$ cat src/rtl/sn76489_pkg.sv
// Shared types and defaults for the SN76489 CPU write front end.
package sn76489_pkg;

  localparam int WAIT_CYCLES_DEF = 32;
  localparam int CNT_W           = 5;

  typedef enum logic [1:0] {
    CH_TONE1 = 2'd0,
    CH_TONE2 = 2'd1,
    CH_TONE3 = 2'd2,
    CH_NOISE = 2'd3
  } ch_t;

  typedef enum logic [1:0] {
    ST_IDLE    = 2'd0,
    ST_STROBE  = 2'd1,
    ST_WAIT    = 2'd2,
    ST_RELEASE = 2'd3
  } state_t;

endpackage

$ cat src/rtl/sn76489_reg_decode.sv
// Combinational decode of a CPU byte: latch bytes load a new register
// address, data bytes reuse the latched one.
module sn76489_reg_decode
  import sn76489_pkg::*;
(
  input  logic [0:7] d_i,
  input  logic [0:2] reg_q,
  output logic [0:2] reg_nxt,
  output ch_t        ch,
  output logic       r2
);

  // Only the type bit and the register field matter for decoding.
  logic unused_data_bits;
  assign unused_data_bits = ^d_i[4:7];

  always_comb begin
    reg_nxt = reg_q;
    if (d_i[0]) begin
      reg_nxt = d_i[1:3];
    end
    ch = ch_t'(reg_nxt[0:1]);
    r2 = reg_nxt[2];
  end

endmodule

$ cat src/rtl/sn76489_bus_if.sv
// SN76489 CPU write front end: edge-detects CPU writes, strobes one channel,
// drives READY. Define SN76489_READY_EN to compile in the READY wait state.
module sn76489_bus_if
  import sn76489_pkg::*;
#(
  parameter int WAIT_CYCLES = WAIT_CYCLES_DEF
) (
  input  logic       clock_i,
  input  logic       res_i,
  input  logic       clk_en_i,
  input  logic       ce_n_i,
  input  logic       we_n_i,
  input  logic [0:7] d_i,
  output logic       ready_o,
  output logic       tone1_we_o,
  output logic       tone2_we_o,
  output logic       tone3_we_o,
  output logic       noise_we_o,
  output logic       r2_o,
  output logic [0:7] d_o
);

  state_t     state_q, state_d;
  logic       access, access_q, new_write, accept;
  logic [0:2] reg_q, reg_nxt;
  ch_t        ch_q, ch_nxt;
  logic       r2_nxt;
  logic       strobe;

  // Valid/ready: a write is offered on the rising edge of access and taken
  // only while ready_o is high in IDLE; offers in any other state are dropped.
  assign access    = ~ce_n_i & ~we_n_i;
  assign new_write = access & ~access_q;
  assign accept    = (state_q == ST_IDLE) & new_write;

  sn76489_reg_decode u_decode (
    .d_i     (d_i),
    .reg_q   (reg_q),
    .reg_nxt (reg_nxt),
    .ch      (ch_nxt),
    .r2      (r2_nxt)
  );

  always_ff @(posedge clock_i) begin
    if (res_i) begin
      state_q <= ST_IDLE;
    end else begin
      state_q <= state_d;
    end
  end

  // access_q resets high so an access held through reset is not a new write.
  always_ff @(posedge clock_i) begin
    if (res_i) begin
      access_q <= 1'b1;
      reg_q    <= 3'b000;
      ch_q     <= CH_TONE1;
      r2_o     <= 1'b0;
      d_o      <= 8'h00;
    end else begin
      access_q <= access;
      if (accept) begin
        reg_q <= reg_nxt;
        ch_q  <= ch_nxt;
        r2_o  <= r2_nxt;
        d_o   <= d_i;
      end
    end
  end

`ifdef SN76489_READY_EN
  localparam logic [CNT_W-1:0] CNT_LAST = CNT_W'(WAIT_CYCLES - 1);

  logic [CNT_W-1:0] cnt_q;
  logic             cnt_last;

  always_ff @(posedge clock_i) begin
    if (res_i) begin
      cnt_q <= '0;
    end else if (state_q != ST_WAIT) begin
      cnt_q <= '0;
    end else if (clk_en_i) begin
      cnt_q <= cnt_q + 1'b1;
    end
  end

  assign cnt_last = (cnt_q == CNT_LAST);
`else
  logic unused_wait_cycles;
  assign unused_wait_cycles = (WAIT_CYCLES != 0);
`endif

  always_comb begin
    state_d = state_q;
    ready_o = 1'b1;
    case (state_q)
      ST_IDLE: begin
        if (accept) begin
          state_d = ST_STROBE;
        end
      end
      ST_STROBE: begin
        ready_o = 1'b0;
        // The strobe is consumed by the first enabled channel clock.
        if (clk_en_i) begin
`ifdef SN76489_READY_EN
          state_d = ST_WAIT;
`else
          state_d = ST_RELEASE;
`endif
        end
      end
      ST_WAIT: begin
`ifdef SN76489_READY_EN
        ready_o = 1'b0;
        if (clk_en_i && cnt_last) begin
          state_d = ST_RELEASE;
        end
`else
        state_d = ST_IDLE;
`endif
      end
      ST_RELEASE: begin
        if (!access) begin
          state_d = ST_IDLE;
        end
      end
      default: state_d = ST_IDLE;
    endcase
  end

  assign strobe     = (state_q == ST_STROBE);
  assign tone1_we_o = strobe && (ch_q == CH_TONE1);
  assign tone2_we_o = strobe && (ch_q == CH_TONE2);
  assign tone3_we_o = strobe && (ch_q == CH_TONE3);
  assign noise_we_o = strobe && (ch_q == CH_NOISE);

endmodule

$ cat config.mk
export PLATFORM = sky130hd
export DESIGN_NAME = sn76489_bus_if
export DESIGN_NICKNAME = d
export VERILOG_FILES = /design/src/rtl/sn76489_pkg.sv /design/src/rtl/sn76489_reg_decode.sv /design/src/rtl/sn76489_bus_if.sv
export SDC_FILE = /design/constraint.sdc
export NUM_CORES = 1
export LEC_CHECK = 0
export ABC_CLOCK_PERIOD_IN_PS = 1500
export CAP_MARGIN = 20
export CORE_ASPECT_RATIO = 0.8
export CORE_MARGIN = 10
export CORE_UTILIZATION = 41
export DETAILED_ROUTE_END_ITERATION = 12
export HOLD_SLACK_MARGIN = 0.08
export PLACE_DENSITY = 0.88
export SETUP_SLACK_MARGIN = 0.02
export SLEW_MARGIN = 20
export SYNTH_ARGS = -nofsm -noshare
export SYNTH_HDL_FRONTEND = slang
export SYNTH_SLANG_ARGS = --single-unit
export TNS_END_PERCENT = 50
$ cat constraint.sdc
create_clock -name clock_i -period 1.5 [get_ports clock_i]
set_input_delay 0.3 -clock clock_i [delete_from_list [all_inputs] [get_ports clock_i]]
set_output_delay 0.3 -clock clock_i [all_outputs]
set_load 0.02 [all_outputs]
==> summary.md, run 1 <==
| Metric | Value |
|---|---|
| Longest Clk Path Bufs | 2 |
| Sequential-to-total area share from yosys stat | 41.8% |
| CTS tree | yes |
| Clock transition at path regs | ~0.080 ns |
| Drt initial violations | 13 |
| DP Worst Slack | -0.265 ns |
| CTS HTree Levels | 1 |
| Row count | 12 |
| Startpoint class of the critical path | flip-flop |
| Vias per std cell | ~5.0 |
| Synth area leader | dfxtp_1 |
| Failing checks | negative setup slack |
| Synth Instances | 69 |
| Hold_ws | about 0.46 ns |
| MaxCap Viol Count | 0 |
| Slowest CP cell | dfxtp_2 |
| Clk pwr share | roughly a third |
| CTS Sinks | 14 |
| Most frequent cells after synthesis | dfxtp_1 (14), o21ai_1 (9), nand2b_1 (8) |
| R2R Path Start | state_q[0] |
| Share of cells above drive strength 1 | approximately a third |
| R2r setup slk | 0.04 ns |
| VDD IR max | around 0.53 mV |
| Pin slew with the least headroom to its limit | 0.255 ns |
| DR pass1 iterations | 4 |
| Non-Filler Instances | between 100 and 150 |
| Hold Buf Count CTS | 0 |
| PwrDens | roughly 760 nW/um2 |
| Worst path max stage delay | ~0.33 ns |
| Final core utilization | a little under three quarters |
| Yosys reg bits | 14 |
| GR Util All Layers | approximately a tenth |
| TNS Setup | -0.0425 ns |
| Die W | between 60 and 70 um |
| Largest net degree at the start of global routing | 17 |
| Critical path data required time | between 1 and 1.5 ns |
| Comb power frac | roughly 18% |
| Syn_area_per_cell | between 9 and 10 um2 |
| Fillers | about 130 |
| Worst Path Arrival | around 1.2 ns |
| Vias | 628 |
| Fin nets | 119 |
| CP Capture Type | output pin |
| Min Clock Period, post-route | 1.52 ns |
| DRC viols | 0 |
| Initial antenna violation count | 0 |
| Rel. slew slack | 82.9% |
| Total gr overflow | 0 |
| Final Hold Vio Count | 0 |
| ANT cells | 0 |
| Synth top area share | a little over two fifths |
| Primary FF master, synth | dfxtp_1 |
| Syn Nets | 82 |
| Max Slew Vio Count | 0 |
| Root buf cell | clkbuf_4 |
| Pleak | around 0.43 nW |
| Placed instance count | 121 |
| Post-route cell area | about 1100 um2 |
| First-pass GRT wire length | a little under 3000 um |
| Critical path, cell by cell | or2b_4 -> nor3b_2 -> buf_4 |
| Status | finished, violations left |
| Die Area | approximately 3700 um2 |
| RSZ-0062 raised after global routing | true |
| Total core area | 1470 um2 |
| Kind of critical path | flip-flop to output pin |
| GP Congestion | 0.726 |
| Total power | roughly 0.8 mW |
| Synthesized area | 671 um2 |
| Setup violators final | 2 |
| Flop pwr share | between 40% and 50% |
| Post-DP HPWL | ~1400 um |
| Fin crit share | 102% |
| Vias in the first global route | about 660 |
| Clock Latency Late Sink | around 0.28 ns |
| Io pins | 27 |
| Routed Antenna Nets | 0 |
| Most frequent cell after synthesis | dfxtp_1 |
| Port bufs | 26 |
| Die Span Y | 56.2 um |
| Hold/Removal Path Class | flip-flop to flip-flop |
| Total CTS buffers | 3 |
| Distinct cells, synth | 22 |
| Peak Freq | 656 MHz |
| Worst setup path endpoint | tone2_we_o |
| NetSw | slightly below 0.2 mW |
| PnR worst setup slack | -0.0239 ns |
| Area grow syn2layout | 56.9% |
| Worst Clk Skew | between 0.0008 and 0.0009 ns |
| Crit path launch | state_q[0] |
| Routed wire length | 1920 um |
| Post-DR wirelength/cell | about 15 um |
| Reg2reg end | d_o[7] |
| Synth warnings | 0 |
| Async SR Flop Fraction | 0% |
| Placed Area | 986 um2 |
| Initial Util | between 40 and 50% |
| CP Max Fanout | 4 |
| Switching share of power | between 20% and 30% |
| Worst R2R Path Depth | 5 |
| Number of enable flip-flop cells after synthesis | 0 |
| Synth area leaders | dfxtp_1 (42%), nand2b_1 (7.5%), o21ai_1 (6.7%), mux2i_1 (6.0%), nand3b_1 (4.5%) |
| Internal | approximately 0.61 mW |
-- cell families after synthesis --
group	after synthesis	share of synthesized area, %
buffers and inverters	3	5.41
muxes	4	5.97
and+or+nand+nor	31	32.5
DFF	14	41.8
AOI/OAI and AO/OA	17	14.4
-- how the worst min path moves through the flow --
stage | startpoint | endpoint | slack, ns | cells past startpoint
floorplan | clk_en_i | state_q[1] | 0.44 | 2
detailed placement | d_o[4] | d_o[4] | 0.47 | 2
CTS | d_o[0] | d_o[0] | 0.48 | 2
global placement | d_o[4] | d_o[4] | 0.45 | 2
finish | d_o[0] | d_o[0] | 0.46 | 2
global route | d_o[0] | d_o[0] | 0.49 | 2
-- worst max-delay path, delay by kind of cell, from the launching register on --
family,cells,cell delay [ns]
buffers and inverters,1,0.17
AND/OR/NAND/NOR,2,0.45
flip-flops,1,0.33
-- area by class of cell --
type / instances / area [um2] / share of cell area [%]
Timing Repair Buffer: 35 / 310 / 29.5
Clock buffer: 4 / 36.3 / 3.45
Multi-Input combinational cell: 52 / 398 / 37.8
Tap cell: 21 / 26.3 / 2.50
Sequential cell: 14 / 282 / 26.8
-- flip-flops by register name, summed over array words and instances, names as in the netlist --
register / count
access_q: 1
d_o: 8
state_q: 2
reg_q: 3
-- what timing repair did --
| item | 4_1_cts | 5_1_grt |
|---|---|---|
| resized for setup | 39 | 9 |
| buffers inserted | 1 | 0 |
| endpoints found under the setup margin | 15 | 12 |
| cloned | 0 | 0 |
| pin swaps | 1 | 0 |
-- routing by layer --
layer / wire, um / global-route usage (%)
met5: 0 / 0
met4: 14 / 3.64
met3: 126 / 5.62
met2: 1020 / 17.0
met1: 757 / 9.91
-- layout by cell type, fill, tap and decap left out, types with 4 or more instances in the layout --
master / Yosys / routed
dlygate4sd2_1: 0 / 9
nand2b_1: 8 / 8
clkdlybuf4s50_1: 0 / 12
dfxtp_1: 14 / 13
mux2i_1: 4 / 4
nand3b_1: 4 / 4
o21ai_2: 2 / 8
a21oi_1: 5 / 5
buf_4: 0 / 10
-- power by group through the flow --
stage	sequential, mW	clock [mW]	combinational, mW
final	0.393	0.269	0.142
after global routing	0.395	0.294	0.152
after CTS	0.392	0.274	0.138
after detailed placement	0.400	0	0.139
after global placement	0.399	0	0.137
after floorplan	0.410	0	0.0523
Note: power is estimated with default switching activity, not from simulation.
==> run 2: changes to the inputs <==
--- a/config.mk
+++ b/config.mk
@@ -11,10 +11,9 @@
 export CORE_MARGIN = 10
 export CORE_UTILIZATION = 41
 export DETAILED_ROUTE_END_ITERATION = 12
-export HOLD_SLACK_MARGIN = 0.08
+export HOLD_SLACK_MARGIN = 0.03
 export PLACE_DENSITY = 0.88
 export SETUP_SLACK_MARGIN = 0.02
-export SLEW_MARGIN = 20
 export SYNTH_ARGS = -nofsm -noshare
 export SYNTH_HDL_FRONTEND = slang
 export SYNTH_SLANG_ARGS = --single-unit
==> results of run 2 <==
No change in the layout: final DEF, timing and power equal those of run 1.
